File: config.mk
export PLATFORM = sky130hd
export DESIGN_NAME = seq_right_shifter_flat
export DESIGN_NICKNAME = d
export VERILOG_FILES = /design/src/rtl/seq_right_shifter_if.sv /design/src/rtl/seq_right_shifter.sv /design/src/flat_wrapper.sv
export SDC_FILE = /design/constraint.sdc
export NUM_CORES = 1
export LEC_CHECK = 0
export CAP_MARGIN = 10
export CORE_MARGIN = 2
export CORE_UTILIZATION = 46
export DETAILED_ROUTE_END_ITERATION = 6
export PLACE_DENSITY = 0.85
export SLEW_MARGIN = 40
export SYNTH_ARGS = -nofsm -noshare
export SYNTH_HDL_FRONTEND = slang
export SYNTH_SLANG_ARGS = --single-unit
File: constraint.sdc
create_clock -name clk -period 2.06 [get_ports clk]
set_input_delay 0.412 -clock clk [delete_from_list [all_inputs] [get_ports clk]]
set_output_delay 0.412 -clock clk [all_outputs]
set_load 0.02 [all_outputs]
File: src/rtl/seq_right_shifter_if.sv
// ----------------------------------------------------------------------------
// seq_right_shifter_if
// Request/response bundle between the execute controller and the iterative
// right shifter.
//   start          : request, only honoured while the shifter is idle
//   A              : operand to shift
//   B              : shift amount, full width (anything above 31 = full fill)
//   arith          : 1 = sign fill, 0 = zero fill
//   busy           : shifter is working on a request
//   done           : one-cycle pulse, RightShifted_A is valid
//   RightShifted_A : result, held until the next accepted request
// master = requester side, slave = shifter side.
// ----------------------------------------------------------------------------
interface seq_right_shifter_if #(
  parameter int WIDTH = 32
);
  logic             start;
  logic [WIDTH-1:0] A;
  logic [WIDTH-1:0] B;
  logic             arith;
  logic             busy;
  logic             done;
  logic [WIDTH-1:0] RightShifted_A;

  modport master (
    output start, A, B, arith,
    input  busy, done, RightShifted_A
  );

  modport slave (
    input  start, A, B, arith,
    output busy, done, RightShifted_A
  );
endinterface

File: src/rtl/seq_right_shifter.sv
// ----------------------------------------------------------------------------
// seq_right_shifter
// Multi-cycle 32-bit logical/arithmetic right shifter. Operand A is shifted
// right by B, at most STEP bits per cycle, through a narrow internal shifter.
// Shift amounts above 31 saturate to a full fill (zeros or sign bits).
//
// Ports:
//   clk  : system clock, rising edge
//   rst  : asynchronous, active-low reset
//   bus  : seq_right_shifter_if.slave (start/A/B/arith in, busy/done/result out)
//
// Parameters:
//   WIDTH : data width, only 32 is supported
//   STEP  : maximum shift per cycle, one of 1, 2, 4, 8
//
// Optional build macro RSHIFT_FASTPATH_EN: when defined, requests with B==0
// or B>31 bypass the SHIFT state and complete in the cycle after acceptance.
// When undefined, every request iterates and no bypass logic exists.
// ----------------------------------------------------------------------------
module seq_right_shifter #(
  parameter int WIDTH = 32,
  parameter int STEP  = 1
) (
  input logic                clk,
  input logic                rst,
  seq_right_shifter_if.slave bus
);

  typedef enum logic [1:0] {
    IDLE  = 2'd0,
    SHIFT = 2'd1,
    DONE  = 2'd2
  } state_t;

  localparam logic [5:0] STEP_AMT = 6'(STEP);
  localparam logic [5:0] FULL_AMT = 6'd32;

  state_t           state_q, state_d;
  logic [WIDTH-1:0] work_q, work_d;
  logic [5:0]       count_q, count_d;
  logic             sign_q, sign_d;
  logic [WIDTH-1:0] result_q, result_d;
  logic             done_q, done_d;
  logic             busy_q, busy_d;
  logic [5:0]       step_k;

  // Per-cycle shift is min(count, STEP) so the last step never overshoots.
  always_comb begin
    step_k = (count_q > STEP_AMT) ? STEP_AMT : count_q;
  end

  // Next-state logic. Inputs are captured only on acceptance in IDLE; after
  // that the working register, count and sign carry the whole operation.
  always_comb begin
    state_d  = state_q;
    work_d   = work_q;
    count_d  = count_q;
    sign_d   = sign_q;
    result_d = result_q;
    done_d   = 1'b0;

    case (state_q)
      IDLE: begin
        if (bus.start) begin
          work_d  = bus.A;
          sign_d  = bus.arith & bus.A[WIDTH-1];
          count_d = (|bus.B[WIDTH-1:5]) ? FULL_AMT : {1'b0, bus.B[4:0]};
          state_d = SHIFT;
`ifdef RSHIFT_FASTPATH_EN
          // Trivial amounts need no iteration: pass A through or emit the fill.
          if ((bus.B == '0) || (|bus.B[WIDTH-1:5])) begin
            state_d  = DONE;
            done_d   = 1'b1;
            result_d = (bus.B == '0) ? bus.A
                                     : {WIDTH{bus.arith & bus.A[WIDTH-1]}};
          end
`endif
        end
      end

      SHIFT: begin
        if (count_q == 6'd0) begin
          state_d  = DONE;
          done_d   = 1'b1;
          result_d = work_q;
        end else begin
          // Prepend STEP copies of the fill bit so vacated positions take sign.
          work_d  = WIDTH'({{STEP{sign_q}}, work_q} >> step_k);
          count_d = count_q - step_k;
        end
      end

      DONE: begin
        state_d = IDLE;
      end

      default: begin
        state_d = IDLE;
      end
    endcase

    busy_d = (state_d != IDLE);
  end

  // State and registered outputs; reset aborts any operation in flight.
  always_ff @(posedge clk or negedge rst) begin
    if (!rst) begin
      state_q  <= IDLE;
      work_q   <= '0;
      count_q  <= 6'd0;
      sign_q   <= 1'b0;
      result_q <= '0;
      done_q   <= 1'b0;
      busy_q   <= 1'b0;
    end else begin
      state_q  <= state_d;
      work_q   <= work_d;
      count_q  <= count_d;
      sign_q   <= sign_d;
      result_q <= result_d;
      done_q   <= done_d;
      busy_q   <= busy_d;
    end
  end

  assign bus.busy           = busy_q;
  assign bus.done           = done_q;
  assign bus.RightShifted_A = result_q;

endmodule

File: src/flat_wrapper.sv
// flat-port wrapper written by rule: the top's interface ports become plain ports
module seq_right_shifter_flat 
#(
  parameter int WIDTH = 32,
  parameter int STEP  = 1
)
  (clk, rst, bus_start, bus_A, bus_B, bus_arith, bus_busy, bus_done, bus_RightShifted_A);
  seq_right_shifter_if #(.WIDTH(WIDTH)) bus_i ();
  input logic clk;
  input logic rst;
  input wire logic [$bits(bus_i.start)-1:0] bus_start;
  input wire logic [$bits(bus_i.A)-1:0] bus_A;
  input wire logic [$bits(bus_i.B)-1:0] bus_B;
  input wire logic [$bits(bus_i.arith)-1:0] bus_arith;
  output wire logic [$bits(bus_i.busy)-1:0] bus_busy;
  output wire logic [$bits(bus_i.done)-1:0] bus_done;
  output wire logic [$bits(bus_i.RightShifted_A)-1:0] bus_RightShifted_A;
  assign bus_i.start = bus_start;
  assign bus_i.A = bus_A;
  assign bus_i.B = bus_B;
  assign bus_i.arith = bus_arith;
  assign bus_busy = bus_i.busy;
  assign bus_done = bus_i.done;
  assign bus_RightShifted_A = bus_i.RightShifted_A;
  seq_right_shifter #(.WIDTH(WIDTH), .STEP(STEP)) u_core (.clk(clk), .rst(rst), .bus(bus_i));
endmodule
* Word-level counts from Yosys, hierarchy flattened
Cells that the tools add are included.
** Storage, ports and cells
- Bits in registers :: 75
- Bits of input ports :: 68
- Word-level logic and storage cells :: 35
** Cells by class
- Add/subtract/negate cells :: 1
- $lt $le $gt $ge :: 1
- Equal/unequal tests :: 3
- Shift operators :: 1
- Mux-type cells :: 13
- Bitwise gates (word level) :: 1
- Reductions and logical operators :: 8
** Operators with widths (number)
- 2-to-1 mux 32 bit :: 2
- case mux 32 bit (2 select lines) :: 1
- right shift 33 x 6 -> 32 bit :: 1
- OR reduction 27 bit :: 1
- 2-to-1 mux 6 bit :: 4
- case mux 6 bit (2 select lines) :: 1
- greater-than comparator 6 x 1 -> 1 bit, second input constant :: 1
- logical NOT 6 bit :: 1
- subtractor 6 bit :: 1
- 2-to-1 mux 2 bit :: 2
- != test 2 bit, second input constant :: 2
- case mux 2 bit (2 select lines) :: 1
- AND reduction 2 bit :: 2
- nonzero test 2 bit :: 2
- AND reduction 3 bit :: 1
- equality test 2 x 1 -> 1 bit, second input constant :: 1
- logical NOT 2 bit :: 1
- 2-to-1 mux 1 bit :: 2
- AND 1 bit :: 1

* Depth between registers and ports, before layout
- Word-level depth :: 5
- Mapped depth :: 7

* Least setup slack after synthesis
OpenSTA, ideal clock, no wires.
- Path kind :: flip-flop to flip-flop
- Start point :: register u_core.count_q[4]
- End point :: register u_core.count_q[4]
- Arrival time :: 1.472 ns
- Data required time :: 1.930 ns
- Path slack :: 0.458 ns
- Cell stages (with the launch flop) :: 8
- Buffers on the path :: 0
- Period minus slack after synthesis :: 1.602 ns
- Cells stage by stage :: dfrtp_1 -> nor4_4 -> a21o_1 -> ha_1 -> nor4_1 -> xor2_1 -> nand2_1 -> a31oi_1
** On the way
- Longest elaborated chain between the ends :: 5
- Elaborated cells between the ends (all ways) :: 8
- Classes of those cells :: add/sub (1); order compare (1); eq/ne (1); mux (3); reduce/logical (2)
** Ends and longest elaborated chain
- from (decl) :: RTL line seq_right_shifter.sv:40 : logic [5:0] count_q, count_d;
- from (signal assigned) :: RTL line seq_right_shifter.sv:118 : count_q <= count_d;
- greater-than comparator 6 x 1 -> 1 bit :: RTL line seq_right_shifter.sv:49 : step_k = (count_q > STEP_AMT) ? STEP_AMT : count_q;
- 2-to-1 mux 6 bit :: RTL line seq_right_shifter.sv:49
- subtractor 6 bit :: RTL line seq_right_shifter.sv:89 : count_d = count_q - step_k;
- 2-to-1 mux 6 bit :: RTL line seq_right_shifter.sv:82 : if (count_q == 6'd0) begin
- case mux 6 bit (2 select lines) :: RTL line seq_right_shifter.sv:62 : case (state_q)
Parallel ways exist; a longest one is shown, timed or not. The select of a mux whose other input is x is not followed.
A chain may end at the register's enable or synchronous reset.

* Worst setup path in the final report
- Start point :: register u_core.state_q[1]
- End point :: register u_core.work_q[9]
** On the way
- Longest elaborated chain between the ends :: 3
- Elaborated cells between the ends (all ways) :: 7
- Classes of those cells :: eq/ne (3); mux (1); reduce/logical (3)
** Ends and longest elaborated chain
- from (decl) :: RTL line seq_right_shifter.sv:38 : state_t state_q, state_d;
- from (signal assigned) :: RTL line seq_right_shifter.sv:116 : state_q <= state_d;
- equality test 2 x 1 -> 1 bit or logical NOT 2 bit (tied branches) :: RTL line seq_right_shifter.sv:62
- != test 2 bit (no line) or nonzero test 2 bit (tied branches)
- AND reduction 3 bit (no line)
- to (signal assigned) :: RTL line seq_right_shifter.sv:117 : work_q <= work_d;
- to (decl) :: RTL line seq_right_shifter.sv:39 : logic [WIDTH-1:0] work_q, work_d;
Parallel ways exist; a longest one is shown, timed or not.

==> impl_metrics.py <==
metrics = {
    "outcome": {
        "outcome": "completed",
    },
    "sta": {
        "tightest_slew_ns": 0.728,
        "finalWorstSetupSlack_ns": 0.231,
        "period_needed_ns": 1.83,
        "finalCritPeriodShare_pct": 88.8,
        "timing.final.hold_violations": 0,
        "setup_tns_ns": 0,
        "slew_violations": 0,
        "slew_headroom_pct": 51.5,
        "rsz0062_at_grt": "no",
        "setup_viol": 0,
        "finClkSkew_ns": 0.0147,
        "max_freq_ghz": 0.547,
    },
    "power": {
        "max-vdd-ir-drop_v": 0.000759,
        "pwr-share-clk_pct": 18.1,
        "internal_power_mw": 4.29,
        "power_frac_comb_pct": 43.6,
        "p_seq_share_pct": 38.2,
        "netSwitchingFraction_pct": 39.0,
        "power.switching_mw": 2.74,
        "powerDensity_nw_per_um2": 1550,
        "power_leakage_nw": 2.14,
        "power_mw": 7.03,
    },
    "clocking": {
        "cts_tree": "done",
        "htreeDepth": 3,
        "post_cts_resized": 0,
        "clock-root-buffer": "clkbuf_8",
        "clk_latency_ns": 0.35,
        "cts_sinks": 75,
        "cts_made_buffers": 9,
        "cts_buffer_depth": 2,
        "clk_pin_slew_ns": 0.08,
    },
    "cells_and_area": {
        "fin_nets": 523,
        "multi_input_area_um2": 1190,
        "fillCellCount": 540,
        "fin_util_pct": 67.1,
        "seq_area_um2": 1880,
        "finalNonFillerCells": 539,
        "final_cell_mix": "nand2_1 (140), clkdlybuf4s50_1 (100), dfrtp_1 (75)",
        "diodes": 0,
        "drive_above_1_share_pct": 7.19,
        "syn_to_final_growth_pct": 42.5,
        "final_common_cell": "nand2_1",
    },
    "worst_setup_path": {
        "r2r_slack_ns": 0.23,
        "end_kind": "register",
        "startpoint": "u_core.state_q[1]$_DFF_PN0_",
        "start_kind": "register",
        "reg2reg_from": "u_core.state_q[1]$_DFF_PN0_",
        "crit_arrival_ns": 2.11,
        "worstSetupPathType": "reg -> reg",
        "crit_path_max_fanout": 13,
        "worstPathRequired_ns": 2.35,
    },
    "flow_run": {
        "drv_cap": 0,
    },
    "hold_path": {
        "hold_start": "u_core.work_q[0]$_DFFE_PN0P_",
        "worstHoldPathType": "reg -> reg",
    },
    "floorplan": {
        "die_area_um2": 7600,
        "io_pins": 102,
        "die_h_um": 87.2,
        "rows": 30,
        "start_util_pct": 47.1,
        "core_um2": 6760,
        "dieWidth_um": 87.2,
    },
    "placement": {
        "dp_hpwl_um": 5480,
        "dp_slack_ns": 0.109,
        "finalWeightedCongestion": 0.817,
        "dp.cells": 522,
        "io_buffers": 101,
    },
    "logic_synthesis": {
        "async_flop_share_pct": 100,
        "postSynthCellCount": 348,
        "synth_flop_cell": "dfrtp_1",
        "yosysWarnings": 0,
        "syn-num-nets": 417,
        "ys_ff_latch": 75,
        "synth_edf_count": 0,
        "syn_area_um2": 3180,
        "synth_seq_area_share_pct": 59.0,
        "avgSynthCellArea_um2": 9.14,
        "synth.distinct_cells": 35,
    },
    "global_route": {
        "track_usage_pct": 22.7,
        "antenna_found_initial": 0,
        "grt_pass1_wl_um": 13400,
        "grt_pass1_vias": 2949,
        "grt-ovfl-total": 0,
        "grt_max_degree": 45,
    },
    "drt": {
        "antenna_left": 0,
        "drc": 0,
        "dr.pass1.iters": 5,
        "wl_met2_um": 3980,
        "wl_met1_um": 3260,
        "top_layer": "met4",
        "dr_total_vias": 2823,
        "wl_um": 7940,
        "viasPerCell": 5.24,
        "drt_iter0_drc": 116,
        "wl_met3_um": 545,
        "wl_per_cell_um": 14.7,
    },
}
## worst max-delay path: stages, from the launching register on
cell and delay, ns:
dfrtp_1 0.45, nand2b_1 0.28, a21oi_2 0.59, buf_4 0.27, a22oi_1 0.10, nand2_1 0.08
## Yosys cell counts, types with 4 or more instances
library cell	number	area share, %
nand2_1	140	17
dfrtp_1	75	59
nor2_1	31	3.7
a22oi_1	20	4.7
o22ai_1	13	2.6
clkbuf_1	6	0.71
inv_1	6	0.71
a21oi_1	5	0.79
buf_2	5	0.79
nor4_1	5	0.98
a21o_1	4	0.94
buf_4	4	0.94
## logic make-up after synthesis
family / share of synthesized area [%]
buffers and inverters: 3.74
AOI/OAI and AO/OA: 10.9
xor gates and xnor gates: 0.551
and+or+nand+nor: 25.4
adders and majority gates: 0.393
DFF: 59.0
## stage by stage
step,hold WS (ns),instance area [um2]
final,0.474,4540
after global routing,0.499,4540
after CTS,0.475,4540
after detailed placement,0.383,4300
after global placement,0.373,4300
after floorplan,0.116,3180
## power by group through the flow
stage	Clock, mW	Combinational [mW]	Sequential (mW)
floorplan	0	1.59	2.94
global placement	0	2.94	2.67
detailed placement	0	3.07	2.70
CTS	1.29	3.10	2.68
global route	1.35	3.41	2.78
finish	1.27	3.07	2.69
## area by class of cell
class	instances	share of cell area, %
tap	80	2.21
inverter	8	0.662
multi-input combinational	249	26.3
timing repair buffer	111	24.5
sequential	75	41.4
clock inverter	5	1.85
clock buffer	11	3.12
## registers in the layout, summed over array words and instances (netlist names)
signal / flops
u_core.bus.busy: 1
u_core.work_q: 32
u_core.state_q: 2
u_core.bus.RightShifted_A: 32
u_core.count_q: 6
u_core.sign_q: 1
u_core.bus.done: 1
## per-layer routing
layer | global-route usage [%] | vias up
li1 | - | 1368
met1 | 29.0 | 1320
met2 | 38.4 | 122
met3 | 4.08 | 13
met4 | 9.37 | 0
met5 | 0 | -
## what timing repair did
item,CTS,global route
hold endpoints to repair,9,0
hold buffers,1,0
buffers inserted,0,0
## path summary, 6_finish.rpt
| kind | to | depth (start not counted) |
|---|---|---|
| setup / recovery | u_core.work_q[9]$_DFFE_PN0P_ | 5 |
| hold / removal | u_core.work_q[0]$_DFFE_PN0P_ | 2 |
| hold reg to reg | u_core.work_q[0]$_DFFE_PN0P_ | 2 |
| max in group asynchronous | u_core.work_q[26]$_DFFE_PN0P_ | 3 |
| setup reg to reg | u_core.work_q[9]$_DFFE_PN0P_ | 5 |
| min in group asynchronous | u_core.bus.RightShifted_A[0]$_DFFE_PN0P_ | 2 |
Power figures use the tool's default switching activity.
